## config.mk

```make
export PLATFORM = sky130hd
export DESIGN_NAME = fetch
export DESIGN_NICKNAME = d
export VERILOG_FILES = /design/src/rtl/core_defs.sv /design/src/rtl/if_id_reg.sv /design/src/rtl/fetch.sv
export SDC_FILE = /design/constraint.sdc
export NUM_CORES = 1
export LEC_CHECK = 0
export CAP_MARGIN = 30
export CORE_UTILIZATION = 50
export CTS_CLUSTER_DIAMETER = 80
export CTS_CLUSTER_SIZE = 8
export DETAILED_ROUTE_END_ITERATION = 8
export GPL_TIMING_DRIVEN = 0
export PLACE_DENSITY = 0.78
export SYNTH_ARGS = -nofsm -noshare
export SYNTH_HDL_FRONTEND = slang
export SYNTH_SLANG_ARGS = --single-unit
```

## constraint.sdc

```tcl
create_clock -name clk -period 2.5 [get_ports clk]
set_input_delay 0.625 -clock clk [delete_from_list [all_inputs] [get_ports clk]]
set_output_delay 0.625 -clock clk [all_outputs]
set_load 0.02 [all_outputs]
```

## src/rtl/core_defs.sv

```systemverilog
// rtl/core_defs.sv - shared core encodings: pcsel codes, bubble instruction, fetch FSM states
package core_defs;

    localparam logic [1:0] PC_PLUS4  = 2'b00;
    localparam logic [1:0] PC_BRANCH = 2'b01;

    localparam logic [31:0] NOP_INST = 32'h0000_0013;

    localparam logic [1:0] S_REQ  = 2'b00;
    localparam logic [1:0] S_WAIT = 2'b01;
    localparam logic [1:0] S_HOLD = 2'b10;

endpackage

```

## src/rtl/if_id_reg.sv

```systemverilog
// rtl/if_id_reg.sv - IF/ID pipeline register with stall-hold and bubble-load
module if_id_reg #(
    parameter int                  WIDTH    = 32,
    parameter int                  ADDR_LEN = 32,
    parameter logic [WIDTH-1:0]    NOP_INST = core_defs::NOP_INST
) (
    input  logic                clk,
    input  logic                reset,
    input  logic                stall,
    input  logic                load,
    input  logic [ADDR_LEN-1:0] pc_in,
    input  logic [WIDTH-1:0]    inst_in,
    output logic [ADDR_LEN-1:0] pc,
    output logic [WIDTH-1:0]    inst,
    output logic                valid
);

    // A non-load, non-stall cycle keeps pc but inserts a bubble so decode
    // never sees the previous instruction twice.
    always_ff @(posedge clk) begin
        if (reset) begin
            pc    <= '0;
            inst  <= NOP_INST;
            valid <= 1'b0;
        end else if (!stall) begin
            if (load) begin
                pc    <= pc_in;
                inst  <= inst_in;
                valid <= 1'b1;
            end else begin
                inst  <= NOP_INST;
                valid <= 1'b0;
            end
        end
    end

endmodule

```

## src/rtl/fetch.sv

```systemverilog
// rtl/fetch.sv - instruction fetch stage: fetch PC, imem handshake, redirect and stall handling
module fetch #(
    parameter int                  WIDTH    = 32,
    parameter int                  ADDR_LEN = 32,
    parameter logic [ADDR_LEN-1:0] RESET_PC = '0,
    parameter logic [WIDTH-1:0]    NOP_INST = core_defs::NOP_INST
) (
    input  logic                clk,
    input  logic                reset,
    input  logic [1:0]          pcsel,
    input  logic [ADDR_LEN-1:0] branch_tar,
    input  logic                StallFetch_i,
    output logic                imem_req_o,
    output logic [ADDR_LEN-1:0] imem_addr_o,
    input  logic                imem_ready_i,
    input  logic                imem_rvalid_i,
    input  logic [WIDTH-1:0]    imem_rdata_i,
    output logic [ADDR_LEN-1:0] pc_o,
    output logic [WIDTH-1:0]    inst,
    output logic                inst_valid_o
);
    import core_defs::*;

    logic [1:0]          state;
    logic [ADDR_LEN-1:0] pc_f;
    logic                kill;
    logic [ADDR_LEN-1:0] skid_pc;
    logic [WIDTH-1:0]    skid_inst;

    logic                redir;
    logic                deliver;
    logic [ADDR_LEN-1:0] dl_pc;
    logic [WIDTH-1:0]    dl_inst;

    // A redirect seen during a stall is ignored; decode holds it until released.
    assign redir       = (pcsel == PC_BRANCH) && !StallFetch_i;
    assign imem_req_o  = (state == S_REQ) && !reset;
    assign imem_addr_o = pc_f;

    always_comb begin
        deliver = 1'b0;
        dl_pc   = pc_f;
        dl_inst = imem_rdata_i;
        case (state)
            S_WAIT: begin
                if (imem_rvalid_i && !kill && !redir && !StallFetch_i)
                    deliver = 1'b1;
            end
            S_HOLD: begin
                if (!redir && !StallFetch_i) begin
                    deliver = 1'b1;
                    dl_pc   = skid_pc;
                    dl_inst = skid_inst;
                end
            end
            default: ;
        endcase
    end

    always_ff @(posedge clk) begin
        if (reset) begin
            pc_f      <= RESET_PC;
            state     <= S_REQ;
            kill      <= 1'b0;
            skid_pc   <= '0;
            skid_inst <= NOP_INST;
        end else begin
            case (state)
                S_REQ: begin
                    // Request already accepted for the old PC: its response must be dropped.
                    if (redir) begin
                        pc_f <= branch_tar;
                        if (imem_ready_i) begin
                            kill  <= 1'b1;
                            state <= S_WAIT;
                        end
                    end else if (imem_ready_i) begin
                        state <= S_WAIT;
                    end
                end
                S_WAIT: begin
                    if (imem_rvalid_i) begin
                        if (kill) begin
                            kill  <= 1'b0;
                            state <= S_REQ;
                            if (redir)
                                pc_f <= branch_tar;
                        end else if (redir) begin
                            pc_f  <= branch_tar;
                            state <= S_REQ;
                        end else if (StallFetch_i) begin
                            skid_pc   <= pc_f;
                            skid_inst <= imem_rdata_i;
                            state     <= S_HOLD;
                        end else begin
                            pc_f  <= pc_f + ADDR_LEN'(4);
                            state <= S_REQ;
                        end
                    end else if (redir) begin
                        pc_f <= branch_tar;
                        kill <= 1'b1;
                    end
                end
                S_HOLD: begin
                    if (redir) begin
                        pc_f  <= branch_tar;
                        state <= S_REQ;
                    end else if (!StallFetch_i) begin
                        pc_f  <= pc_f + ADDR_LEN'(4);
                        state <= S_REQ;
                    end
                end
                default: state <= S_REQ;
            endcase
        end
    end

    if_id_reg #(
        .WIDTH    (WIDTH),
        .ADDR_LEN (ADDR_LEN),
        .NOP_INST (NOP_INST)
    ) u_if_id (
        .clk     (clk),
        .reset   (reset),
        .stall   (StallFetch_i),
        .load    (deliver),
        .pc_in   (dl_pc),
        .inst_in (dl_inst),
        .pc      (pc_o),
        .inst    (inst),
        .valid   (inst_valid_o)
    );

endmodule
```

======== After elaboration in Yosys (flattened, before gate mapping) ========
Index checks and enable logic that the tools add are counted.
word-level totals
  register bits after elaboration ......... 164
  input port bits ......................... 71
  output and inout port bits .............. 98
  word-level logic and storage cells ...... 65
cells by class
  add/sub/neg operators ................... 1
  equality and inequality tests ........... 8
  mux-type cells .......................... 28
  bitwise logic cells ..................... 3
  reduce and logical (&&, ||, !) cells .... 17
operators with widths
  operator               count
  $mux 32                10
  $pmux 32 s3            1
  $add 32x3->32 const B  1
  $mux 2                 7
  $mux 1                 7
  $logic_and 1x1->1      6
  $ne 2x2->1 const B     3
  $ne 3x3->1 const B     2
  $pmux 2 s3             1
  $reduce_and 5->1       1
  $eq 2x1->1 const B     2
  $logic_not 1->1        4
  $pmux 1 s2             2
  $reduce_and 4->1       1
  $not 1->1              3
  $reduce_and 3->1       1
  $reduce_bool 3->1      1
  $eq 2x2->1 const B     1
  $logic_not 2->1        1
  $reduce_and 2->1       1
  $reduce_bool 2->1      1

======== Depth between registers and ports, before layout ========
  depth after elaboration ................. 8
  depth in mapped cells ................... 10

======== Hierarchy ========
A second synthesis with hierarchy kept.
second synthesis, totals
  cells, all modules ...................... 985
  area total of the unflattened synthesis .. 8282.9 um^2
modules (own cells, without submodules)
  module     times used  cells an instance  area each (um^2)  seq. area each (um^2)
  fetch      1           695                5549.1            1981.9
  if_id_reg  1           290                2733.9            1301.2

======== Least setup slack after synthesis ========
No wires, ideal clock.
  path type ............................... in2out
  from .................................... input reset
  to ...................................... output imem_req_o
  arrival time ............................ 1.479 ns
  data required time ...................... 1.875 ns
  slack ................................... 0.396 ns
  stages on the path ...................... 4
  buffers on the path ..................... 3
  cell sequence ........................... clkbuf_1 buf_6 clkbuf_1 nor2_1
between the ends
  word-level cells in the longest chain between the ends .. 2
RTL lines
  item               RTL line     RTL
  from (decl)        fetch.sv:9   input logic reset,
  $logic_not 1->1    fetch.sv:37  assign imem_req_o = (state == S_REQ) && !reset;
  $logic_and 1x1->1  fetch.sv:37
  to (decl)          fetch.sv:13  output logic imem_req_o,
No other way between the ends.

======== Final worst setup path ========
  from .................................... input imem_rvalid_i
  to ...................................... register pc_f[18], in the netlist imem_addr_o[18]
between the ends
  word-level cells in the longest chain between the ends .. 2
RTL lines
  item                  RTL line     RTL
  from (decl)           fetch.sv:16  input logic imem_rvalid_i,
  $mux 32               fetch.sv:82  if (imem_rvalid_i) begin
  $pmux 32 s3           fetch.sv:68  case (state)
  to (signal assigned)  fetch.sv:72  pc_f <= branch_tar;
  to (signal assigned)  fetch.sv:87  pc_f <= branch_tar;
  to (signal assigned)  fetch.sv:89  pc_f <= branch_tar;
  to (decl)             fetch.sv:25  logic [ADDR_LEN-1:0] pc_f;
No other way between the ends.
A chain may end at the register's enable or synchronous reset.

==> metrics.csv <==
metric,value,unit
kind of start point of the critical path,primary input,
final hold vios,0,
YS warnings,0,
commonest register cell after synthesis,sky130_fd_sc_hd__dfxtp_1,
fraction of the cycle the final worst path needs,0.971,
remaining global-route overflow,0,
DP Wirelength,17.7,mm
global placer's final weighted congestion,0.938,
share of the yosys chip area belonging to registers,0.420,
total standard cell area after synthesis,7820,sq um
arrival time at the worst endpoint,2.72,ns
router iterations before antenna repair,6,
first-pass GRT wire length,39.5,mm
Vias per Instance,5.92,
clock latency on the worst-skew pair,0.44,ns
DR vias,8131,
width of the chip,127,um
residual antenna-violating net count after detailed routing,0,
clk slew on worst S/H paths,0.06,ns
number of buffers inserted by hold repair at cts,0,
Mean Syn Cell Area,8.11,sq um
share of the core filled with cells,0.681,
CTS tree,yes,
remaining design rule violation count,0,
crit path capture type,register,
maximum frequency from static timing analysis,412,MHz
outcome,"complete, no violations",
Antenna Diode Count,0,
number of primary I/O pins,169,
fill count,1222,
async set or reset register ratio after synthesis,0,
CTS buffer count,17,
required time worst endpoint,2.79,ns
# clock sinks,164,
via count of the first global-routing pass,7619,
remaining max-slew budget at the tightest pin,0.460,
count of nets after finishing,1225,
Std-Cell Rows,45,
instance area at placement,9770,sq um
slew at the pin with the worst max-slew slack,0.806,ns
maximum number of pins on one net before global-route repair,20,
worst hold margin,0.454,ns
I/O Buffers,168,
max-cap violations,0,
Final Setup Violations,0,
Resized Gates After CTS,8,
number of antenna violations at the first check in global routing,0,
highest net fanout along the worst path,10,
net count of the mapped netlist,1040,
min Tclk post-route,2.43,ns
signed area change from the synthesized netlist to the final layout,32.9,%
Max VDD drop,472,uV
detailed-route wire length per cell,18.1,um
area share of the leading cell type in the synthesized netlist,0.420,
number of H-tree branching levels,4,
setup repair after global routing missed its margin,false,
post-route clock skew,0.0113,ns
sum of negative setup slack,0,ns
summed area of non-filler cells in the final layout,10400,sq um
post-layout total power,0.00628,W
number of pins with negative max-slew slack in the final report,0,
PD cells,604,nW/um^2
worst setup path category,in2reg,
die height,127,um
post-synthesis instance total,964,
gr usage total,0.313,
post-synthesis cell type with the largest combined area,sky130_fd_sc_hd__dfxtp_1,
largest cells by area after synthesis,"sky130_fd_sc_hd__dfxtp_1 (42%), sky130_fd_sc_hd__nand2_1 (9.0%), sky130_fd_sc_hd__a21oi_1 (6.1%)",
number of flip-flops and latches in the synthesized netlist,164,
area of the core,15300,sq um
CTS Root Buffer Type,sky130_fd_sc_hd__clkbuf_16,
distinct cell type count of the synthesized netlist,75,
area of the die,16100,sq um
layout cells sized above 1,0.108,
maximum root-to-sink buffer count,2,
Starting DRT DRC Count,735,
post-detailed-routing wire length,24.9,mm
Leakage Power,3.50,nW
Post-synth EDFFs,0,
initial core utilization,0.513,
number of setup buffers added after CTS,0,
class of the worst hold path,reg2reg,
-- metrics by stage --
| step | worst slack [ns] | cells |
|---|---|---|
| 6_report | 0.0723 | 1373 |
| 4_1_cts | 0.0690 | 1373 |
| 2_1_floorplan | 0.396 | 964 |
| 3_3_place_gp | -0.887 | 1343 |
| 5_1_grt | 0.00925 | 1373 |
| 3_5_place_dp | -0.876 | 1343 |
-- state kept, by name, summed over array words and instances (netlist names) --
register / cells
u_if_id.pc: 32
skid_pc: 32
u_if_id.valid: 1
state: 2
imem_addr_o: 32
kill: 1
skid_inst: 32
u_if_id.inst: 32
-- worst max-delay path, cell delays in order --
cell,delay [ns]
sky130_fd_sc_hd__clkdlybuf4s50_1,0.56
sky130_fd_sc_hd__nor2b_1,0.25
sky130_fd_sc_hd__o21a_1,0.35
sky130_fd_sc_hd__nand2_1,0.21
sky130_fd_sc_hd__clkbuf_1,0.30
sky130_fd_sc_hd__a211oi_1,0.32
sky130_fd_sc_hd__nor4_1,0.09
-- layout make-up --
class	count	area (sq um)	share of cell area
Multi-Input combinational cell	704	4080	0.392
Sequential cell	164	3280	0.316
Timing Repair Buffer	168	1680	0.162
Buffer	83	443	0.0426
Clock buffer	17	425	0.0409
Tap cell	211	264	0.0254
Clock inverter	15	181	0.0175
Inverter	11	41.3	0.00397
-- kinds of logic (layout without fill, tap and decap cells) --
kind of cell / Yosys count / after routing / share of synthesized area
and+or+nand+nor: 418 / 418 / 0.252
AOI/OAI and AO/OA: 244 / 244 / 0.206
DFF: 164 / 164 / 0.420
buffers and inverters: 96 / 294 / 0.0621
muxes: 36 / 36 / 0.0507
adders and majority gates: 5 / 5 / 0.00800
xor gates and xnor gates: 1 / 1 / 0.00112
-- placed cells by master (no fill, tap or decap), types with 29 or more instances in the layout --
cell                              count
sky130_fd_sc_hd__a311oi_1            35
sky130_fd_sc_hd__nor2_1              94
sky130_fd_sc_hd__a21oi_1             95
sky130_fd_sc_hd__mux2_2              29
sky130_fd_sc_hd__dfxtp_1            164
sky130_fd_sc_hd__a22oi_1             31
sky130_fd_sc_hd__clkbuf_1            43
sky130_fd_sc_hd__nand2_1            186
sky130_fd_sc_hd__clkdlybuf4s50_1    166
sky130_fd_sc_hd__nand3_1             46
-- power by group --
part	total [W]	switching [W]	internal (W)
clock	0.00269	0.00111	0.00158
combinational	0.000849	0.000495	0.000354
sequential	0.00274	0.0000665	0.00268
total	0.00628	0.00167	0.00461
-- final timing paths --
path / slack [ns] / cells past startpoint / start / to
max: 0.07 / 7 / imem_rvalid_i / imem_addr_o[18]$_SDFFE_PP0P_
min: 0.45 / 2 / skid_inst[29]$_SDFFE_PP0P_ / skid_inst[29]$_SDFFE_PP0P_
max reg2reg: 0.09 / 7 / state[0]$_SDFFE_PP0P_ / imem_addr_o[18]$_SDFFE_PP0P_
min reg2reg: 0.45 / 2 / skid_inst[29]$_SDFFE_PP0P_ / skid_inst[29]$_SDFFE_PP0P_
-- synthesized netlist by cell type, drive strengths merged (4+ instances only) --
library cell and n:
a211oi 6, a21oi 95, a22oi 31, a311oi 35, a31oi 8, a32oi 4
and2 4, and3 4, and4 8, buf 32, clkbuf 53, dfxtp 164
ha 5, inv 11, mux2 29, mux2i 7, nand2 187, nand3 48
nand4 11, nor2 96, nor2b 4, nor3 19, nor4 17, o21a 6
o21ai 30, or2 5
-- per-layer routing --
metal	vias up	routed length, um	track usage
li1	3832	-	-
met1	3763	10400	0.411
met2	462	11300	0.489
met3	74	2340	0.0812
met4	0	923	0.134
met5	-	0	0
Power figures use the tool's default switching activity.
